--- src/rtl/uart_transmitter.sv ---
// UART transmit serialiser on the 16x baud clock.
// Sends start, 5..9 data bits LSB first, optional even/odd parity and 1 or 2
// stop bits. Every serial bit is held for OVERSAMPLE clocks. The link
// configuration is captured when a frame is accepted.
//
// state    | meaning
// ---------+-----------------------------------------------------------
// S_IDLE   | line at IDLE_LEVEL, ready=1, waiting for frame_valid
// S_START  | start bit (inverse of IDLE_LEVEL)
// S_DATA   | data bits, LSB first, from the latched shift register
// S_PARITY | latched parity bit
// S_STOP   | one or two stop bits at IDLE_LEVEL, then back to S_IDLE
module uart_transmitter #(
  parameter int OVERSAMPLE = 16,
  parameter bit IDLE_LEVEL = 1'b1
) (
  input  logic       clk_16bd,
  input  logic       rst,
  input  logic [8:0] frame,
  input  logic       frame_valid,
  input  logic       parity,
  input  logic       parity_type,
  input  logic       stop_bits,
  input  logic [3:0] frame_length,
  output logic       Tx,
  output logic       ready,
  output logic       tx_done
);

  localparam int CW = $clog2(OVERSAMPLE);
  localparam logic [CW-1:0] BIT_LAST = CW'(OVERSAMPLE - 1);

  typedef enum logic [2:0] {
    S_IDLE,
    S_START,
    S_DATA,
    S_PARITY,
    S_STOP
  } state_t;

  state_t          state_q, state_d;
  logic [CW-1:0]   bit_cnt_q, bit_cnt_d;
  logic [3:0]      data_idx_q, data_idx_d;
  logic [8:0]      data_q, data_d;
  logic [3:0]      len_q, len_d;
  logic            par_en_q, par_en_d;
  logic            par_bit_q, par_bit_d;
  logic            stop2_q, stop2_d;
  logic            stop_idx_q, stop_idx_d;
  logic            tx_q, tx_d;
  logic            ready_q, ready_d;
  logic            tx_done_q, tx_done_d;

  logic [3:0]      len_clamp;
  logic [8:0]      len_mask;
  logic            bit_end;

  // Clamp the requested length to 5..9 and build the matching data-bit mask.
  always_comb begin
    len_clamp = frame_length;
    if (frame_length < 4'd5) len_clamp = 4'd5;
    else if (frame_length > 4'd9) len_clamp = 4'd9;
    len_mask = '0;
    for (int i = 0; i < 9; i++) len_mask[i] = (i < int'(len_clamp));
  end

  // Next-state and next-output logic; Tx is computed one cycle ahead so it
  // leaves a flop with the same timing as the state it belongs to.
  always_comb begin
    state_d    = state_q;
    bit_cnt_d  = bit_cnt_q;
    data_idx_d = data_idx_q;
    data_d     = data_q;
    len_d      = len_q;
    par_en_d   = par_en_q;
    par_bit_d  = par_bit_q;
    stop2_d    = stop2_q;
    stop_idx_d = stop_idx_q;
    tx_d       = tx_q;
    ready_d    = ready_q;
    tx_done_d  = 1'b0;
    bit_end    = (bit_cnt_q == BIT_LAST);

    case (state_q)
      S_IDLE: begin
        tx_d = IDLE_LEVEL;
        if (frame_valid && ready_q) begin
          state_d    = S_START;
          tx_d       = ~IDLE_LEVEL;
          ready_d    = 1'b0;
          bit_cnt_d  = '0;
          data_idx_d = '0;
          data_d     = frame;
          len_d      = len_clamp;
          par_en_d   = parity;
          par_bit_d  = (^(frame & len_mask)) ^ parity_type;
          stop2_d    = stop_bits;
          stop_idx_d = 1'b0;
        end
      end
      S_START: begin
        bit_cnt_d = bit_cnt_q + 1'b1;
        if (bit_end) begin
          state_d    = S_DATA;
          bit_cnt_d  = '0;
          data_idx_d = '0;
          tx_d       = data_q[0];
        end
      end
      S_DATA: begin
        bit_cnt_d = bit_cnt_q + 1'b1;
        if (bit_end) begin
          bit_cnt_d = '0;
          if (data_idx_q == len_q - 4'd1) begin
            if (par_en_q) begin
              state_d = S_PARITY;
              tx_d    = par_bit_q;
            end else begin
              state_d    = S_STOP;
              tx_d       = IDLE_LEVEL;
              stop_idx_d = 1'b0;
            end
          end else begin
            data_idx_d = data_idx_q + 4'd1;
            data_d     = data_q >> 1;
            tx_d       = data_q[1];
          end
        end
      end
      S_PARITY: begin
        bit_cnt_d = bit_cnt_q + 1'b1;
        if (bit_end) begin
          state_d    = S_STOP;
          bit_cnt_d  = '0;
          tx_d       = IDLE_LEVEL;
          stop_idx_d = 1'b0;
        end
      end
      S_STOP: begin
        bit_cnt_d = bit_cnt_q + 1'b1;
        tx_d      = IDLE_LEVEL;
        if (bit_end) begin
          bit_cnt_d = '0;
          if (stop2_q && !stop_idx_q) begin
            stop_idx_d = 1'b1;
          end else begin
            state_d   = S_IDLE;
            ready_d   = 1'b1;
            tx_done_d = 1'b1;
          end
        end
      end
      default: begin
        state_d = S_IDLE;
        tx_d    = IDLE_LEVEL;
        ready_d = 1'b1;
      end
    endcase
  end

  // State, counters, latched configuration and registered outputs.
  always_ff @(posedge clk_16bd or negedge rst) begin
    if (!rst) begin
      state_q    <= S_IDLE;
      bit_cnt_q  <= '0;
      data_idx_q <= '0;
      data_q     <= '0;
      len_q      <= '0;
      par_en_q   <= 1'b0;
      par_bit_q  <= 1'b0;
      stop2_q    <= 1'b0;
      stop_idx_q <= 1'b0;
      tx_q       <= IDLE_LEVEL;
      ready_q    <= 1'b1;
      tx_done_q  <= 1'b0;
    end else begin
      state_q    <= state_d;
      bit_cnt_q  <= bit_cnt_d;
      data_idx_q <= data_idx_d;
      data_q     <= data_d;
      len_q      <= len_d;
      par_en_q   <= par_en_d;
      par_bit_q  <= par_bit_d;
      stop2_q    <= stop2_d;
      stop_idx_q <= stop_idx_d;
      tx_q       <= tx_d;
      ready_q    <= ready_d;
      tx_done_q  <= tx_done_d;
    end
  end

  assign Tx      = tx_q;
  assign ready   = ready_q;
  assign tx_done = tx_done_q;

endmodule

--- config.mk ---
export PLATFORM = sky130hd
export DESIGN_NAME = uart_transmitter
export DESIGN_NICKNAME = d
export VERILOG_FILES = /design/src/rtl/uart_transmitter.sv
export SDC_FILE = /design/constraint.sdc
export NUM_CORES = 1
export LEC_CHECK = 0
export CAP_MARGIN = 20
export CORE_ASPECT_RATIO = 1.75
export CORE_MARGIN = 4
export CORE_UTILIZATION = 35
export DETAILED_ROUTE_END_ITERATION = 7
export PLACE_DENSITY = 0.58
export SETUP_SLACK_MARGIN = 0.15
export SYNTH_ARGS = -nofsm -noshare
export SYNTH_HDL_FRONTEND = slang
export SYNTH_SLANG_ARGS = --single-unit
--- constraint.sdc ---
create_clock -name clk_16bd -period 5.33 [get_ports clk_16bd]
set_clock_uncertainty 0.2 [all_clocks]
set_input_delay 1.066 -clock clk_16bd [delete_from_list [all_inputs] [get_ports clk_16bd]]
set_output_delay 1.066 -clock clk_16bd [all_outputs]
set_load 0.05 [all_outputs]
==> flow_summary.ini <==
[outcome]
outcome = finished, final reports clean

[detailed_routing]
final_antenna_net_count = 0
wl_met3_um = 111
dr_total_vias = 1456
via_per_inst = 5.47
dr.pass1.iters = 4
top_layer = met4
drt-initial-drc-count = 45
wl_met1_um = 1600
drt_wl_total_um = 3900
drc_errors = 0
wl_per_cell_um = 14.7
met2_length_um = 2100

[logic_synthesis]
synth_seq_area_share_pct = 41.1
netlist_top_cells_area = dfrtp_1 (38%), mux2_2 (12%), xnor2_1 (4.2%), nand2_1 (3.6%), a21oi_1 (3.4%)
netlist_instances = 191
ys.flop_type = dfrtp_1
synthArstFlopShare_pct = 100
synth_edf_count = 0
yosys.area.top_type_share_pct = 38.4
yosysUniqueCellTypes = 49
synth_nets = 213
synth-warning-count = 0
synth.avg_cell_area_um2 = 9.90
synth-seq-cells = 31
synth_common_cells = dfrtp_1 (29), mux2_2 (20), nand2_1 (18)
synth.most_common_cell = dfrtp_1
synth_area_um2 = 1890
synth_top_area_cell = dfrtp_1

[sta]
rsz0062_at_grt = no
worstMarginPinSlew_ns = 0.658
min_period_over_period_pct = 55.2
final-max-slew-violation-count = 0
finalSetupTns_ns = 0
final-setup-viol-count = 0
final.min_clock_period_ns = 2.94
fmax_ghz = 0.340
hold_violations = 0
maxSlewHeadroom_pct = 56.1

[setup_path]
start_kind = flop
path_delay_family = buffers and inverters
path_max_fanout = 7
worstPathRequired_ns = 4.06
cp.arrival_ns = 1.68
crit_buf_inv = 1
crit_slowest_cell = clkdlybuf4s50_1
cp_cell_sequence = clkdlybuf4s50_1
cp.depth = 1
critPathKind = reg -> out
r2r_slack_ns = 2.88
endpoint_kind = primary output
reg2regPathDepth = 5
cpPeakStageDelay_ns = 0.82

[cts]
cts_hold_buf = 0
path_clk_slew_ns = 0.07
cts_resized = 0
cts_tree = done
cts-buffers-inserted = 5
cts_root_buf = clkbuf_8
cts_sinks = 31
post_cts_buffers = 0
clockBufferDepth = 2
htreeDepth = 2
clkLatencyLatePin_ns = 0.28

[grt]
grt_first_pass_wirelength_um = 6790
antenna_found_initial = 0
grt_pass1_vias = 1470
grt_start_max_net_pins = 32
overflow = 0
track_usage_pct = 12.8

[floorplanning]
placementRows = 35
die_area_um2 = 6690
die_h_um = 105
initial_core_util_pct = 36.0
io_pins = 22
coreArea_um2 = 5260
die_w_um = 63.6

[place]
portBuffers = 21
dp.cells = 258
dp_hpwl_um = 2960
placement.cell_area_um2 = 2130
gp_congestion = 0.759

[min_path]
hold_path_depth = 2
min_path_type = reg -> reg

[cells_and_area]
fill_cells = 513
drive_above_1_share_pct = 17.5
area_delta_synth_final_pct = 17.5
final_area_um2 = 2220
diodes = 0
final_cells = 266
final_nets = 232

[power_and_ir_drop]
p_per_area_nw_per_um2 = 212
p_sw_mw = 0.113
swShare_pct = 24.1
clkPwrFrac_pct = 39.0
power.leakage_nw = 0.884
p_seq_share_pct = 50.9
peakVddDrop_mv = 0.158
internal_power_mw = 0.357
combPwrFrac_pct = 10.1
finalPower_mw = 0.471

[flow_run]
drv_cap = 0
## worst paths after layout
kind                                           from               endpoint
setup / recovery                  ready$_DFFE_PN1P_                  ready
hold / removal                par_bit_q$_DFFE_PN0P_  par_bit_q$_DFFE_PN0P_
setup reg to reg           bit_cnt_q[1]$_DFFE_PN0P_  data_q[3]$_DFFE_PN0P_
hold reg to reg               par_bit_q$_DFFE_PN0P_  par_bit_q$_DFFE_PN0P_
max in group asynchronous                       rst      ready$_DFFE_PN1P_
min in group asynchronous                       rst    stop2_q$_DFFE_PN0P_
## logic make-up after synthesis
group / count (synthesis) / share of synthesized area (%)
flip-flops: 31 / 41.1
multiplexers: 22 / 13.6
AO/OA/AOI/OAI: 45 / 15.7
adder cells (fa/ha/maj): 3 / 1.98
AND/OR/NAND/NOR: 61 / 17.1
XOR/XNOR: 13 / 6.75
buffers and inverters: 16 / 3.77
## power groups by stage
| stage | registers [mW] | clock network (mW) | logic (mW) |
|---|---|---|---|
| 3_5_place_dp | 0.244 | 0 | 0.0485 |
| 6_report | 0.240 | 0.184 | 0.0474 |
| 4_1_cts | 0.240 | 0.189 | 0.0487 |
| 5_1_grt | 0.240 | 0.199 | 0.0522 |
| 2_1_floorplan | 0.245 | 0 | 0.0214 |
| 3_3_place_gp | 0.244 | 0 | 0.0486 |
## sequential cells by signal (all words and copies together), names as in the netlist
| signal | flops |
|---|---|
| Tx | 1 |
| par_en_q | 1 |
| stop2_q | 1 |
| bit_cnt_q | 4 |
| len_q | 4 |
| ready | 1 |
| data_idx_q | 4 |
| stop_idx_q | 1 |
| par_bit_q | 1 |
| data_q | 9 |
| state_q | 3 |
| tx_done | 1 |
## layout make-up
class | instances | area, um2 | area share (%)
clock buffer | 5 | 68.8 | 3.10
sequential | 31 | 778 | 35.0
inverter | 5 | 18.8 | 0.845
timing repair buffer | 23 | 225 | 10.1
clock inverter | 3 | 20.0 | 0.901
tap | 55 | 68.8 | 3.10
multi-input combinational | 144 | 1040 | 46.9
## cells in the final DEF, fill, tap and decap left out, drive strengths merged, types with 2 or more instances in the layout
cell | synthesis | final
a21o | 2 | 2
a21oi | 13 | 13
a221oi | 2 | 2
a31oi | 4 | 4
buf | 4 | 2
clkbuf | 7 | 5
clkdlybuf4s50 | 0 | 21
clkinvlp | 0 | 2
dfrtp | 29 | 29
dfstp | 2 | 2
ha | 3 | 3
inv | 5 | 5
mux2 | 20 | 20
nand2 | 18 | 18
nand2b | 5 | 5
nand3 | 6 | 6
nand3b | 2 | 2
nand4 | 2 | 2
nor2 | 11 | 11
nor2b | 5 | 5
nor3 | 4 | 4
o21ai | 12 | 12
xnor2 | 9 | 9
xor2 | 3 | 3
## stage by stage
stage                     utilization, %  setup WS, ns  hold WS (ns)
after global placement              40.6          2.29         0.284
final                               42.3          2.39         0.297
after detailed placement            40.6          2.27         0.286
after global routing                42.3          2.34         0.318
after floorplan                        -          2.93         0.241
after CTS                           42.3          2.37         0.303
## tightest hold or removal path, cell delays in order, from the launching register on
cell	delay, ns
dfrtp_1	0.34
nand2_1	0.05
o21ai_0	0.07
## layer usage
| metal | vias to the layer above | track usage [%] |
|---|---|---|
| met5 | - | 0 |
| met2 | 23 | 23.2 |
| li1 | 729 | - |
| met3 | 9 | 2.67 |
| met1 | 695 | 14.0 |
| met4 | 0 | 5.87 |
(Power assumes the default switching activity.)
